$ cat config.mk
export PLATFORM = sky130hd
export DESIGN_NAME = count_sequencer
export DESIGN_NICKNAME = d
export VERILOG_FILES = /design/src/rtl/count_sequencer.sv
export SDC_FILE = /design/constraint.sdc
export NUM_CORES = 1
export LEC_CHECK = 0
export CORE_MARGIN = 2
export CORE_UTILIZATION = 45
export DETAILED_ROUTE_END_ITERATION = 10
export HOLD_SLACK_MARGIN = 0.05
export PLACE_DENSITY_LB_ADDON = 0.25
export RECOVER_POWER = 50
export SYNTH_ARGS = -nofsm -noshare
export SYNTH_HDL_FRONTEND = slang
export SYNTH_SLANG_ARGS = --single-unit
$ cat constraint.sdc
create_clock -name clk -period 1.6 [get_ports clk]
set_input_delay 0.32 -clock clk [delete_from_list [all_inputs] [get_ports clk]]
set_output_delay 0.32 -clock clk [all_outputs]
set_load 0.1 [all_outputs]
$ cat src/rtl/count_sequencer.sv
// Prescaled up-counter sequencer with one-shot and periodic run modes.
// Configuration is captured at start; done/wrap are single-cycle registered pulses.
module count_sequencer #(
  parameter int unsigned WIDTH = 4,
  parameter int unsigned PRE_W = 4
) (
  input  logic             clk,
  input  logic             rst,
  input  logic             start,
  input  logic             abort,
  input  logic             mode,
  input  logic [WIDTH-1:0] term,
  input  logic [PRE_W-1:0] prescale,
  output logic [WIDTH-1:0] count,
  output logic             busy,
  output logic             done,
  output logic             wrap
);

  typedef enum logic {
    IDLE = 1'b0,
    RUN  = 1'b1
  } state_t;

  typedef struct packed {
    logic             mode;
    logic [WIDTH-1:0] term;
    logic [PRE_W-1:0] prescale;
  } cfg_t;

  state_t           state_q, state_d;
  cfg_t             cfg_q, cfg_d;
  logic [PRE_W-1:0] pre_q, pre_d;
  logic [WIDTH-1:0] count_d;
  logic             busy_d, done_d, wrap_d;

  // State and output registers
  always_ff @(posedge clk or negedge rst) begin
    if (!rst) begin
      state_q <= IDLE;
      cfg_q   <= '0;
      pre_q   <= '0;
      count   <= '0;
      busy    <= 1'b0;
      done    <= 1'b0;
      wrap    <= 1'b0;
    end else begin
      state_q <= state_d;
      cfg_q   <= cfg_d;
      pre_q   <= pre_d;
      count   <= count_d;
      busy    <= busy_d;
      done    <= done_d;
      wrap    <= wrap_d;
    end
  end

  // Next-state and next-output logic; abort outranks any tick
  always_comb begin
    state_d = state_q;
    cfg_d   = cfg_q;
    pre_d   = pre_q;
    count_d = count;
    busy_d  = busy;
    done_d  = 1'b0;
    wrap_d  = 1'b0;
    case (state_q)
      IDLE: begin
        pre_d  = '0;
        busy_d = 1'b0;
        if (start && !abort) begin
          cfg_d.mode     = mode;
          cfg_d.term     = term;
          cfg_d.prescale = prescale;
          count_d        = '0;
          state_d        = RUN;
          busy_d         = 1'b1;
        end
      end
      RUN: begin
        busy_d = 1'b1;
        if (abort) begin
          state_d = IDLE;
          busy_d  = 1'b0;
          pre_d   = '0;
        end else if (pre_q == cfg_q.prescale) begin
          pre_d = '0;
          if (count != cfg_q.term) begin
            count_d = count + WIDTH'(1);
          end else if (!cfg_q.mode) begin
            state_d = IDLE;
            busy_d  = 1'b0;
            done_d  = 1'b1;
          end else begin
            count_d = '0;
            wrap_d  = 1'b1;
          end
        end else begin
          pre_d = pre_q + PRE_W'(1);
        end
      end
      default: begin
        state_d = IDLE;
        busy_d  = 1'b0;
      end
    endcase
  end

endmodule
[Word-level counts from Yosys, hierarchy flattened]
Index checks and enable logic that the tools add are counted.
Storage, ports and cells
  output and inout bits: 7
  input bits: 13
  register bits: 20
  word-level logic and storage cells: 45
Operators by class
  muxes and demuxes: 24
  bitwise logic cells: 1
  $add $sub $neg: 2
  reduce and logical (&&, ||, !) cells: 4
  equality and inequality tests: 6
Operator list (number)
  4-bit two-way mux: 7
  4-bit case mux with 2 select lines: 2
  1-bit two-way mux: 14
  4-bit by 1-bit adder with 4-bit output, second input constant: 2
  4-bit equality test: 1
  2-bit != test, second input constant: 2
  4-bit != test: 1
  4-bit AND reduction: 1
  3-bit by 1-bit != test with 1-bit output, second input constant: 1
  2-bit by 1-bit != test with 1-bit output, second input constant: 1
  1-bit case mux with 2 select lines: 1
  2-bit AND reduction: 1
  1-bit logical AND: 1
  1-bit logical NOT: 1
  1-bit NOT: 1

[Depth between registers and ports, before layout]
Gate-level depths: netlist of the first run.
  depth in word-level cells: 5
  depth in mapped cells: 5
  depth with buffers taken out: 5

[Worst setup path after synthesis of the first run]
OpenSTA, ideal clock, no wires.
  path kind: flip-flop to flip-flop
  start: register count[0]
  end: register count[2]
  setup slack: -481 ps
  stages on the path, launching flop included: 6
  path buffers: 0
  library setup time: 124 ps
  clock period less this slack: 2081 ps
  required time: 1476 ps
  data arrival time: 1956 ps
  cells stage by stage: dfrtp_1 -> xor2_1 -> nor4_4 -> nor2b_1 -> o2bb2ai_1 -> o2bb2ai_1
On the way
  longest elaborated chain between the ends: 5
  elaborated cells on any way between the ends: 8
  classes of those cells: 1 x add/sub; 2 x eq/ne; 4 x mux; 1 x reduce/logical
Ends and longest elaborated chain
  start, declared: line 14  | output logic [WIDTH-1:0] count,
  start signal, assigned: line 51  | count <= count_d;
  4-bit by 1-bit adder with 4-bit output / 4-bit != test (equally long branches): line 89, 88
  4-bit two-way mux: line 88  | if (count != cfg_q.term) begin
  4-bit two-way mux: line 86  | end else if (pre_q == cfg_q.prescale) begin
  4-bit two-way mux: line 82  | if (abort) begin
  4-bit case mux with 2 select lines: line 67  | case (state_q)
Several ways; a longest one is shown, not always the timed one. The select of a mux whose other input is x is not followed.
A chain may end at the register's enable or synchronous reset.

[Worst setup path in the final report of the first run]
  start: register count[2]
  end: register count[1]
On the way
  longest elaborated chain between the ends: 5
  elaborated cells on any way between the ends: 7
  classes of those cells: 2 x eq/ne; 4 x mux; 1 x reduce/logical
Ends and longest elaborated chain (line)
  4-bit != test (*): 88
  4-bit two-way mux: 88
  4-bit two-way mux: 86
  4-bit two-way mux: 82
  4-bit case mux with 2 select lines: 67
Mark *: on every way between the ends. The rest lies on a longest branch, timed or not. The select of a mux whose other input is x is not followed.

==> impl_metrics.env, run 1 <==
export IMPL_htreeDepth=1
export IMPL_seq_area_um2=514
export IMPL_rsz0062_at_grt="yes"
export IMPL_start_kind="register"
export IMPL_first_pass_iters=4
export IMPL_syn_area_per_cell_um2=12.2
export IMPL_design_die_area_um2=2490
export IMPL_synth_nets=93
export IMPL_cts_hold_buffers=0
export IMPL_cp_max_fo=4
export IMPL_clk_latency_ns=0.29
export IMPL_wl_mm=1.71
export IMPL_ys_seq_elements=20
export IMPL_yosys_top_cells_area="dfrtp_1 53%, mux2_2 9.5%, xnor2_1 5.5%, xor2_1 4.6%, nor2_1 2.8%"
export IMPL_drt_iter0_markers=3
export IMPL_tightestPinTransition_ns=0.540
export IMPL_area_delta_synth_final_pct=42.9
export IMPL_dp_hpwl_mm=1.35
export IMPL_async_flop_share=1.00
export IMPL_placedCellCount=132
export IMPL_layout_drive_gt1_share=0.367
export IMPL_portBuffers=19
export IMPL_place_gp_congestion=0.801
export IMPL_crit_slowest_cell="dfrtp_4"
export IMPL_cts_sink_count=20
export IMPL_critPathMaxStageDelay_ns=0.51
export IMPL_root_buffer="clkbuf_4"
export IMPL_num_rows=16
export IMPL_ys_seq_area_frac=0.528
export IMPL_drv_cap=0
export IMPL_floorplan_initialDensity=0.479
export IMPL_antenna_found_initial=0
export IMPL_synth_top_flop_cell="dfrtp_1"
export IMPL_min_path_type="input port to async pin"
export IMPL_cellLeakagePower_nw=0.560
export IMPL_critPathCaptureType="register"
export IMPL_postSynthCellCount=78
export IMPL_grt_total_usage=0.160
export IMPL_hold_violations=0
export IMPL_drcViolationCount=0
export IMPL_cts_buffers=3
export IMPL_status="finished, violations left"
export IMPL_dr_total_vias=657
export IMPL_maxSlewHeadroom=0.641
export IMPL_fillerInstances=142
export IMPL_worstPathArrival_ns=1.80
export IMPL_multiInputGateArea_um2=443
export IMPL_wl_per_cell_um=12.5
export IMPL_fin_setup_tns_ns=-0.00633
export IMPL_power_total_mw=1.14
export IMPL_syn_area_um2=948
export IMPL_cts_reportedPaths_clkPinSlew_ns=0.12
export IMPL_synth_edf_count=0
export IMPL_nets=125
export IMPL_grt_max_degree=21
export IMPL_yosys_warnings=0
export IMPL_finalNonFillerCells=136
export IMPL_grt_pass1_wl_mm=3.02
export IMPL_min_period_over_period=1.00
export IMPL_finalClockSkew_ns=0.00478
export IMPL_crit_type="register to register"
export IMPL_slew_violations=0
export IMPL_cts_tree="done"
export IMPL_yosysTopAreaCellShare=0.528
export IMPL_setup_violations=1
export IMPL_powerDensity_nw_per_um2=842
export IMPL_finish_utilization=0.684
export IMPL_failed_checks="negative setup slack"
export IMPL_cts_buffer_depth=2
export IMPL_n_antenna_cell=0
export IMPL_fin_crit_ns=1.61
export IMPL_via_per_inst=4.83
export IMPL_peakVddDrop_uv=758
export IMPL_crit_path_cell_trace="xor2_2, nor4_4, a211oi_4, buf_4, nand3_1, o21ai_1"
export IMPL_worst_slack_ns=-0.00633
export IMPL_die_w_um=49.9
export IMPL_yosys_cell_types_count=24
export IMPL_chipHeight_um=49.9
export IMPL_ioPinCount=20
export IMPL_path_buf_inv=1
export IMPL_cp_required_ns=1.79
export IMPL_grt_overflow=0
export IMPL_core_area_um2=1980
export IMPL_ant_nets=0
export IMPL_first_global_vias=684
export IMPL_synth_top_area_cell="dfrtp_1"
export IMPL_critPathTopFamily="flip-flops"
export IMPL_fmax_mhz=623
-- synth_stat cells, drive strengths merged, types with 3 or more instances --
library cell / instances
dfrtp: 20
inv: 4
mux2: 8
nand2: 3
nand2b: 4
nand3: 3
nor2: 7
xnor2: 6
xor2: 5
-- path summary, 6_finish.rpt --
check	end	depth (start not counted)	slack, ns	from
max in group asynchronous	count[3]$_DFFE_PN0P_	2	0.93	rst
setup / recovery	count[1]$_DFFE_PN0P_	6	-0.006	count[2]$_DFFE_PN0P_
hold / removal	state_q$_DFF_PN0_	2	0.43	rst
min in group clk	pre_q[0]$_DFF_PN0_	1	0.53	pre_q[0]$_DFF_PN0_
setup reg to reg	count[1]$_DFFE_PN0P_	6	-0.006	count[2]$_DFFE_PN0P_
hold reg to reg	pre_q[0]$_DFF_PN0_	1	0.53	pre_q[0]$_DFF_PN0_
-- repair_timing --
item | 4_1_cts | 5_1_grt
buffers inserted | 0 | 0
pin swaps | 2 | 3
endpoints found under the setup margin | 1 | 3
resized for setup | 2 | 1
-- where the power goes --
group | switching, mW | total, mW | internal (mW)
Combinational | 0.118 | 0.248 | 0.130
Sequential | 0.0426 | 0.599 | 0.557
Clock | 0.156 | 0.294 | 0.139
Total | 0.317 | 1.14 | 0.825
-- area by class of cell --
| type | instances | area share |
|---|---|---|
| repair buffers | 28 | 0.231 |
| inverters | 4 | 0.0111 |
| flip-flops and latches | 20 | 0.380 |
| multi-input cells | 53 | 0.327 |
| clock buffers | 4 | 0.0268 |
| well taps | 27 | 0.0249 |
-- metrics by stage --
| step | hold slack [ns] | instance area [um^2] | setup slack [ns] |
|---|---|---|---|
| after floorplan | 0.0244 | 970 | -0.0827 |
| final | 0.433 | 1360 | -0.00633 |
| after global placement | 0.493 | 1320 | -0.0383 |
| after CTS | 0.370 | 1370 | -0.00642 |
| after global routing | 0.457 | 1360 | -0.0564 |
| after detailed placement | 0.510 | 1320 | -0.0909 |
-- placed cells by master (no fill, tap or decap), drive strengths merged --
| cell | Yosys | final |
|---|---|---|
| dfrtp | 20 | 20 |
| buf | 1 | 15 |
| clkdlybuf4s50 | 0 | 11 |
| mux2 | 8 | 8 |
| nor2 | 7 | 7 |
| xnor2 | 6 | 6 |
| xor2 | 5 | 5 |
| clkbuf | 0 | 5 |
| nand2b | 4 | 4 |
| inv | 4 | 4 |
| nand3 | 3 | 3 |
| nand2 | 3 | 3 |
| o2bb2ai | 2 | 2 |
| ha | 2 | 2 |
| a211oi | 2 | 2 |
| o21ai | 2 | 2 |
| nand4 | 1 | 1 |
| nor4 | 1 | 1 |
| and3 | 1 | 1 |
| nor3 | 1 | 1 |
| nor3b | 1 | 1 |
| nor2b | 1 | 1 |
| o32ai | 1 | 1 |
| or2b | 1 | 1 |
| o22ai | 1 | 1 |
| dlygate4sd3 | 0 | 1 |
-- worst reg2reg max path, stage by stage (launching register included) --
cell	delay, ns
dfrtp_4	0.51
xor2_2	0.16
nor4_4	0.42
a211oi_4	0.13
buf_4	0.17
nand3_1	0.06
o21ai_1	0.07
-- registers in the layout, summed over array words and instances (netlist names) --
signal and cells:
done 1, wrap 1, state_q 1, cfg_q 9
pre_q 4, count 4
-- kinds of logic (layout without fill, tap and decap cells) --
logic type / count (synthesis) / count (layout) / synth area share
compound gates: 8 / 8 / 0.0739
xor+xnor: 11 / 11 / 0.102
fa+ha+maj: 2 / 2 / 0.0264
buf+inv: 5 / 36 / 0.0237
flops: 20 / 20 / 0.528
mux: 8 / 8 / 0.0950
simple gates: 24 / 24 / 0.152
-- routing by layer --
metal	global-route usage	part of all wire
met2	0.251	0.48
met3	0.0394	0.056
met5	0	0
met4	0.0787	0.0076
met1	0.206	0.46
(Power assumes the default switching activity.)
==> run 2, diff against run 1 <==
ABC_AREA = 1   (was default)
==> impl_metrics.env, run 2 <==
export IMPL_layout_drive_gt1_share=0.257
export IMPL_crit_path_cell_trace="buf_12"
export IMPL_largest_reg_flops=9
export IMPL_layout_commonest_cell="nand2_1"
export IMPL_min_period_over_period=0.856
export IMPL_synthTopCellsByCount="24 x nand2_1, 20 x dfrtp_1, 16 x nor2_1, 11 x inv_1, 8 x nand3_1"
export IMPL_grt_busiest_layer="met2"
export IMPL_place_area_um2=1350
export IMPL_fillerInstances=190
export IMPL_power_total_mw=1.45
export IMPL_path_buf_inv=1
export IMPL_grt_total_usage=0.171
export IMPL_grt_overflow=0
export IMPL_area_delta_synth_final_pct=32.3
export IMPL_multiInputGateArea_um2=483
export IMPL_drcViolationCount=0
export IMPL_die_w_um=52.2
export IMPL_yosysTopAreaCellShare=0.478
export IMPL_antenna_found_initial=0
export IMPL_first_pass_iters=4
export IMPL_ant_nets=0
export IMPL_yosys_warnings=0
export IMPL_tightestPinTransition_ns=0.491
export IMPL_regMostFlops="cfg_q"
export IMPL_core_area_um2=2210
export IMPL_ys_seq_area_frac=0.478
export IMPL_hold_violations=0
export IMPL_dp_hpwl_mm=1.48
export IMPL_cts_hold_buffers=0
export IMPL_syn_area_um2=1050
export IMPL_cts_sink_count=20
export IMPL_postSynthCellCount=116
export IMPL_nets=156
export IMPL_slew_violations=0
export IMPL_crit_type="register to output pin"
export IMPL_yosys_top_cells_area="dfrtp_1 48%, nand2_1 8.6%, nor2_1 5.7%, mux2_2 4.3%, xor2_1 4.2%"
export IMPL_n_antenna_cell=0
export IMPL_cts_reportedPaths_clkPinSlew_ns=0.11
export IMPL_worstPathArrival_ns=1.05
export IMPL_wl_mm=1.88
export IMPL_post_cts_buffers=0
export IMPL_clk_latency_ns=0.30
export IMPL_finalClockSkew_ns=0.00165
export IMPL_finish_utilization=0.626
export IMPL_grt_pass1_wl_mm=3.38
export IMPL_critPathMaxStageDelay_ns=0.53
export IMPL_synth_top_flop_cell="dfrtp_1"
export IMPL_gr_usage_met3=0.0286
export IMPL_cts_buffer_depth=2
export IMPL_root_buffer="clkbuf_4"
export IMPL_via_per_inst=4.65
export IMPL_fin_crit_ns=1.37
export IMPL_wl_per_cell_um=11.2
export IMPL_status="completed"
export IMPL_place_gp_congestion=0.778
export IMPL_use_met2=0.285
export IMPL_crit_slowest_cell="dfrtp_1"
export IMPL_num_rows=17
export IMPL_ys_seq_elements=20
export IMPL_ioPinCount=20
export IMPL_fmax_mhz=730
export IMPL_start_kind="register"
export IMPL_dr_total_vias=781
export IMPL_powerDensity_nw_per_um2=1050
export IMPL_chipHeight_um=52.2
export IMPL_timing_rr_start="count[2]$_DFFE_PN0P_"
export IMPL_synth_top_area_cell="dfrtp_1"
export IMPL_critPathCaptureType="output pin"
export IMPL_synth_nets=131
export IMPL_first_global_vias=764
export IMPL_setup_violations=0
export IMPL_drv_cap=0
export IMPL_seq_area_um2=505
export IMPL_cp_max_fo=6
export IMPL_grt_max_degree=21
export IMPL_async_flop_share=1.00
export IMPL_rsz0062_at_grt="no"
export IMPL_cts_buffers=3
export IMPL_fin_area_um2=1390
export IMPL_cp_required_ns=1.28
export IMPL_ff2ff_path_depth=7
export IMPL_top_regs="cfg_q: 9 flops, count: 4 flops, pre_q: 4 flops"
export IMPL_maxSlewHeadroom=0.672
export IMPL_min_path_type="input port to async pin"
export IMPL_cts_tree="done"
export IMPL_syn_area_per_cell_um2=9.03
export IMPL_drt_iter0_markers=14
export IMPL_finalNonFillerCells=168
export IMPL_cts_resized=0
export IMPL_use_met1=0.211
export IMPL_cellLeakagePower_nw=0.644
export IMPL_r2r_setup_slack_ns=0.28
export IMPL_layout_common_cells="24 x nand2_1, 16 x nor2_1, 16 x dfrtp_1"
export IMPL_htreeDepth=1
export IMPL_synth_edf_count=0
export IMPL_placedCellCount=164
export IMPL_floorplan_initialDensity=0.473
export IMPL_fin_setup_tns_ns=0
export IMPL_design_die_area_um2=2730
export IMPL_r2r_end="state_q$_DFF_PN0_"
export IMPL_critPathTopFamily="flip-flops"
export IMPL_yosysMostFrequentCell="nand2_1"
export IMPL_peakVddDrop_uv=678
export IMPL_yosys_cell_types_count=23
export IMPL_portBuffers=19
run 2: worst max-delay path by stage:
stage | endpoint | slack (ns) | from | depth (start not counted)
final | count[2] | 0.23 | count[2]$_DFFE_PN0P_ | 1
after global routing | count[2]$_DFFE_PN0P_ | 0.10 | count[2]$_DFFE_PN0P_ | 9
after CTS | busy | 0.28 | state_q$_DFF_PN0_ | 1
after detailed placement | cfg_q[2]$_DFFE_PN0P_ | 0.09 | abort | 4
after global placement | cfg_q[1]$_DFFE_PN0P_ | 0.12 | abort | 4
after floorplan | count[0]$_DFFE_PN0P_ | 0.09 | count[1]$_DFFE_PN0P_ | 9
run 2: per-layer routing:
| metal | wire (um) | share of wire |
|---|---|---|
| met4 | 55 | 0.029 |
| met1 | 856 | 0.46 |
| met2 | 886 | 0.47 |
| met3 | 83 | 0.044 |
| met5 | 0 | 0 |
run 2: area by class of cell:
type / instances / share of cell area
Tap cell: 28 / 0.0253
Sequential cell: 20 / 0.365
Timing Repair Buffer: 21 / 0.197
Inverter: 14 / 0.0379
Clock buffer: 4 / 0.0262
Multi-Input combinational cell: 81 / 0.349
run 2: logic make-up (layout without fill, tap and decap cells):
group / count (synthesis) / after routing / share of synthesized area
and+or+nand+nor: 62 / 62 / 0.298
DFF: 20 / 20 / 0.478
buffers and inverters: 15 / 39 / 0.0609
xor gates and xnor gates: 7 / 7 / 0.0585
AOI/OAI and AO/OA: 5 / 5 / 0.0239
muxes: 5 / 5 / 0.0573
adders and majority gates: 2 / 2 / 0.0239
run 2: power breakdown:
part | internal (mW) | leakage (nW) | switching (mW) | total [mW]
clock network | 0.139 | 0.0210 | 0.159 | 0.297
registers | 0.575 | 0.247 | 0.0817 | 0.657
logic | 0.200 | 0.376 | 0.294 | 0.494
total | 0.914 | 0.644 | 0.534 | 1.45
run 2: stage by stage:
stage               worst slack (ns)  hold WS (ns)
global placement               0.117         0.503
CTS                            0.284         0.352
finish                         0.230         0.491
floorplan                     0.0943        0.0244
detailed placement            0.0859         0.513
global route                   0.102         0.551
